**config.mk**
```make
export PLATFORM = sky130hd
export DESIGN_NAME = axis_isif_fifo
export DESIGN_NICKNAME = d
export VERILOG_FILES = /design/src/rtl/axis_isif_fifo.sv
export SDC_FILE = /design/constraint.sdc
export NUM_CORES = 2
export LEC_CHECK = 0
export BUFFER_PORTS_ARGS = -buffer_cell sky130_fd_sc_hd__buf_4
export CAP_MARGIN = 20
export CORE_MARGIN = 2
export CORE_UTILIZATION = 41
export DETAILED_ROUTE_END_ITERATION = 8
export GPL_TIMING_DRIVEN = 1
export SLEW_MARGIN = 10
export SYNTH_ARGS = -nofsm -noshare
export SYNTH_HDL_FRONTEND = slang
export SYNTH_SLANG_ARGS = --single-unit
```
**constraint.sdc**
```tcl
create_clock -name clk -period 5.47 [get_ports clk]
set_clock_uncertainty 0.1 [all_clocks]
set_input_delay 0 -clock clk [delete_from_list [all_inputs] [get_ports clk]]
set_output_delay 0 -clock clk [all_outputs]
set_load 0.005 [all_outputs]
```
**src/rtl/axis_isif_fifo.sv**
```systemverilog
// axis_isif_fifo: AXI4-Stream slave beats buffered in a first-word-fall-through register FIFO, presented on the isif pop interface
//
// Ports:
//   clk, reset            rising-edge clock, synchronous active-high reset
//   s_axis_t*             AXI4-Stream slave (tdata/tstrb/tlast/tuser/tvalid in, tready out, registered)
//   dout_isif_*           head-of-FIFO data/strb/last/user, empty_n flags a valid head
//   din_isif_read         consumer pops the head this cycle (ignored while empty)
//   fifo_count            occupancy 0..DEPTH
//   pkt_cnt               accepted beats with tlast=1, wraps at 16 bits
//
// Optional build macro ISIF_STRB_MASK_EN: data bytes whose tstrb bit is 0 are stored as 8'h00.
module axis_isif_fifo #(
    parameter int TRANS_BITS      = 64,
    parameter int TRANS_BYTE_SIZE = 8,
    parameter int DEPTH           = 16,
    parameter int ADDR_BITS       = 4
) (
    input  logic                       clk,
    input  logic                       reset,
    input  logic [TRANS_BITS-1:0]      s_axis_tdata,
    input  logic [TRANS_BYTE_SIZE-1:0] s_axis_tstrb,
    input  logic                       s_axis_tlast,
    input  logic                       s_axis_tuser,
    input  logic                       s_axis_tvalid,
    output logic                       s_axis_tready,
    output logic [TRANS_BITS-1:0]      dout_isif_data,
    output logic [TRANS_BYTE_SIZE-1:0] dout_isif_strb,
    output logic                       dout_isif_last,
    output logic                       dout_isif_user,
    output logic                       dout_isif_empty_n,
    input  logic                       din_isif_read,
    output logic [ADDR_BITS:0]         fifo_count,
    output logic [15:0]                pkt_cnt
);
    localparam int EW = TRANS_BITS + TRANS_BYTE_SIZE + 2;
    localparam logic [ADDR_BITS:0] FULL = (ADDR_BITS + 1)'(DEPTH);

    if (TRANS_BITS != TRANS_BYTE_SIZE * 8) begin : g_bad_width
        $error("TRANS_BITS must equal TRANS_BYTE_SIZE*8");
    end
    if (DEPTH < 2 || DEPTH != (1 << ADDR_BITS)) begin : g_bad_depth
        $error("DEPTH must be a power of two >= 2 equal to 2**ADDR_BITS");
    end

    logic [EW-1:0]              mem_q [DEPTH];
    logic [EW-1:0]              mem_d [DEPTH];
    logic [ADDR_BITS-1:0]       wr_ptr_q, wr_ptr_d;
    logic [ADDR_BITS-1:0]       rd_ptr_q, rd_ptr_d;
    logic [ADDR_BITS:0]         count_q, count_d;
    logic                       empty_n_q, empty_n_d;
    logic                       tready_q, tready_d;
    logic [15:0]                pkt_cnt_q, pkt_cnt_d;
    logic [TRANS_BITS-1:0]      wdata;
    logic                       push, pop;

    assign push = s_axis_tvalid && tready_q;
    assign pop  = din_isif_read && empty_n_q;

    always_comb begin
        wdata = s_axis_tdata;
`ifdef ISIF_STRB_MASK_EN
        for (int i = 0; i < TRANS_BYTE_SIZE; i++)
            wdata[i*8 +: 8] = s_axis_tstrb[i] ? s_axis_tdata[i*8 +: 8] : 8'h00;
`endif
    end

    // Ready and empty_n are derived from the next count so both are registered
    // yet reflect this cycle's push/pop one edge later.
    always_comb begin
        mem_d = mem_q;
        if (push)
            mem_d[wr_ptr_q] = {wdata, s_axis_tstrb, s_axis_tlast, s_axis_tuser};
        wr_ptr_d  = push ? wr_ptr_q + ADDR_BITS'(1) : wr_ptr_q;
        rd_ptr_d  = pop ? rd_ptr_q + ADDR_BITS'(1) : rd_ptr_q;
        count_d   = (push && !pop) ? count_q + (ADDR_BITS + 1)'(1) :
                    (pop && !push) ? count_q - (ADDR_BITS + 1)'(1) : count_q;
        empty_n_d = count_d != '0;
        tready_d  = count_d != FULL;
        pkt_cnt_d = (push && s_axis_tlast) ? pkt_cnt_q + 16'd1 : pkt_cnt_q;
    end

    always_ff @(posedge clk) begin
        if (reset) begin
            for (int i = 0; i < DEPTH; i++)
                mem_q[i] <= '0;
            wr_ptr_q  <= '0;
            rd_ptr_q  <= '0;
            count_q   <= '0;
            empty_n_q <= 1'b0;
            tready_q  <= 1'b0;
            pkt_cnt_q <= '0;
        end else begin
            mem_q     <= mem_d;
            wr_ptr_q  <= wr_ptr_d;
            rd_ptr_q  <= rd_ptr_d;
            count_q   <= count_d;
            empty_n_q <= empty_n_d;
            tready_q  <= tready_d;
            pkt_cnt_q <= pkt_cnt_d;
        end
    end

    assign {dout_isif_data, dout_isif_strb, dout_isif_last, dout_isif_user} = mem_q[rd_ptr_q];
    assign dout_isif_empty_n = empty_n_q;
    assign s_axis_tready     = tready_q;
    assign fifo_count        = count_q;
    assign pkt_cnt           = pkt_cnt_q;
endmodule

```
==> metrics.csv <==
stage,metric,value,unit
synth,syn_area_per_cell,8.62,µm²
clocking,cts_tree,built,
layout,nets,5859,
floorplanning,dieArea,0.127,mm²
synth,synth_edf_count,0,
detailed_routing,drtAntennaViolNets,0,
clocking,post_cts_buffers,0,
global_routing,antenna_found_initial,8,
synth,synth_top_cells_by_area,"dfxtp_1 (48%), nand2_1 (18%), mux4_2 (16%)",
detailed_routing,viasPerCell,5.56,
job,max_cap_violations,0,
outcome,status,completed,
synth,synth_seq_cells,1215,
setup_path,crit_type,flip-flop to primary output,
placed_design,io_buffers,174,
sta,finalWorstSetupSlack,1.70,ns
synth,ys_seq_area_frac,0.476,
power,leakage,18.4,nW
clocking,cts.clk_slew.worst_paths,0.06,ns
clocking,clock_sinks,1215,
setup_path,startpoint_type,flip-flop,
placed_design,dp_hpwl,87200,µm
synth,yosysTopAreaCell,dfxtp_1,
global_routing,grt_pass1_vias,40400,
floorplanning,io_pins,175,
global_routing,grt_pass1_wl,251000,µm
power,power_density,346,mW/mm²
global_routing,track_usage,0.255,
synth,yosysMostFrequentCell,nand2_1,
synth,synth_ff_type,dfxtp_1,
synth,syn-num-nets,6018,
detailed_routing,post-route-drc-count,0,
global_routing,gr-total-overflow,0,
setup_path,crit_chain,buf_4 -> mux4_2 -> mux4_2 -> buf_4,
placed_design,gp_congestion,0.773,
detailed_routing,drt_wl_total,165000,µm
floorplanning,core,0.124,mm²
floorplanning,die_y,357,µm
clocking,cts_hold_buffers,77,
detailed_routing,vias,41800,
setup_path,worstPathArrival,3.67,ns
clocking,cts_max_level,4,
clocking,cts-resized-gates,0,
sta,final-hold-violation-count,0,
synth,ys_warn_count,0,
sta,min_period,3.77,ns
floorplanning,rows,129,
synth,synth_cells,5932,
sta,slew_headroom,0.193,
setup_path,slowest_stage,dfxtp_4,
layout,drive_above_1_share,0.147,
clocking,cts_made_buffers,133,
sta,finalMaxSlewViolations,0,
setup_path,end_kind,primary output,
detailed_routing,wl_met3,11700,µm
global_routing,grt_max_degree,228,
synth,ys_types,30,
layout,n_fill_cell,11700,
detailed_routing,wl_met1,69700,µm
layout,area_growth,13.9,%
synth,syn_area,0.0511,mm²
detailed_routing,avgRoutedWirePerCell,21.9,µm
synth,synthTopCellsByCount,"nand2_1 (2,387), dfxtp_1 (1,215), a21oi_1 (1,187), clkbuf_1 (385), mux4_2 (370)",
setup_path,path_max_fanout,42,
floorplanning,initial_core_util,0.413,
setup_path,worstPathRequired,5.37,ns
sta,rsz0062_at_grt,no,
power,peakVddDrop,0.276,mV
clocking,cts_buffer_depth,3,
layout,multi_input_area,0.0244,mm²
layout,seqCellArea,0.0243,mm²
detailed_routing,dr.pass1.iters,6,
clocking,clock-root-buffer,clkbuf_16,
worst_hold_path,min_path_type,primary input to flip-flop,
placed_design,place_ws,2.18,ns
sta,worst_pin_slew,1.21,ns
detailed_routing,drt_iter0_drc,4746,
detailed_routing,top_layer_used,met5,
detailed_routing,dr_wl_met2,79700,µm
sta,setup_viol,0,
sta,tns,0,ns
synth,netlist.area_leader.share,0.476,
sta,max_freq,265,MHz
floorplanning,die_w,357,µm
setup_path,crit_path_max_incr_delay,1.04,ns
sta,post-route-period-util,0.689,
synth,ys_async_sr_fraction,0,
clocking,clkLatencyLatePin,0.74,ns
-- registers in the layout, summed over array words and instances (netlist names) --
register	count
s_axis_tready	1
mem_q	1184
dout_isif_empty_n	1
wr_ptr_q	4
rd_ptr_q	4
fifo_count	5
pkt_cnt	16
-- area by class of cell --
type                            instances  share of cell area
Tap cell                             1637              0.0352
Timing Repair Buffer                  333              0.0517
Antenna cell                            6            0.000258
Inverter                                4            0.000258
Clock inverter                         36             0.00744
Clock buffer                          201              0.0686
Multi-Input combinational cell       4086               0.418
Sequential cell                      1215               0.418
-- final timing paths --
kind	to	start	cells past startpoint	slack [ns]
setup reg to reg	mem_q[791]	wr_ptr_q[2]	5	2.12
setup / recovery	dout_isif_data[48]	rd_ptr_q[0]	4	1.70
hold / removal	mem_q[1120]	s_axis_tdata[0]	4	0.05
hold reg to reg	mem_q[8]	mem_q[8]	2	0.35
-- worst max-delay path, delay by kind of cell (launching register included) --
family / cells / cell delay, ns
muxes: 2 / 1.11
buffers and inverters: 2 / 0.74
DFF: 1 / 1.04
-- routing by layer --
layer | vias to the layer above | GRT usage
met4 | 8 | 0.0681
met2 | 1506 | 0.426
met5 | - | 0
li1 | 19500 | -
met3 | 265 | 0.0372
met1 | 20500 | 0.346
-- cells in the final DEF, fill, tap and decap left out, types with 2 or more instances in the layout --
cell type	count
nor2b_1	2
a31oi_1	3
nor3_1	6
dfxtp_4	4
nand4_1	9
dlygate4sd3_1	77
nor2_4	12
bufinv_16	7
ha_1	8
nor2_1	31
dfxtp_1	1211
clkbuf_16	139
inv_1	4
nand2b_1	2
a21oi_1	1187
buf_12	23
nand3_4	12
diode_2	6
nand2_1	2387
xor2_1	19
clkinv_2	18
inv_6	5
clkinv_8	2
xnor2_1	6
and3_1	4
inv_16	2
nor3_2	4
clkbuf_8	28
clkbuf_1	34
nand3_1	13
buf_4	231
mux4_2	370
-- logic make-up (layout without fill, tap and decap cells) --
| family | after synthesis | after routing | synth area share |
|---|---|---|---|
| AO/OA/AOI/OAI | 1196 | 1196 | 0.118 |
| XOR/XNOR | 25 | 25 | 0.00428 |
| adder cells (fa/ha/maj) | 8 | 8 | 0.00196 |
| buffers and inverters | 631 | 574 | 0.0525 |
| flip-flops | 1215 | 1215 | 0.476 |
| multiplexers | 370 | 370 | 0.163 |
| other | 0 | 6 | 0 |
| AND/OR/NAND/NOR | 2487 | 2487 | 0.185 |
-- power by group --
| part | switching, mW | leakage [nW] | internal (mW) |
|---|---|---|---|
| Clock | 3.74 | 2.18 | 5.38 |
| Sequential | 0.136 | 9.80 | 8.94 |
| Combinational | 1.14 | 6.40 | 0.800 |
-- per-stage QoR --
stage / instance area, µm² / cells / hold WS (ns) / power [mW] / util
2_1_floorplan: 51100 / 5932 / 0.160 / 10.6 / -
4_1_cts: 58200 / 7511 / 0.0193 / 20.3 / 0.470
5_1_grt: 58200 / 7514 / 0.0410 / 20.8 / 0.471
3_3_place_gp: 53000 / 7197 / 0.246 / 11.2 / 0.428
6_report: 58200 / 7518 / 0.0499 / 20.1 / 0.471
3_5_place_dp: 53000 / 7197 / 0.251 / 11.2 / 0.428
(Power assumes the default switching activity.)
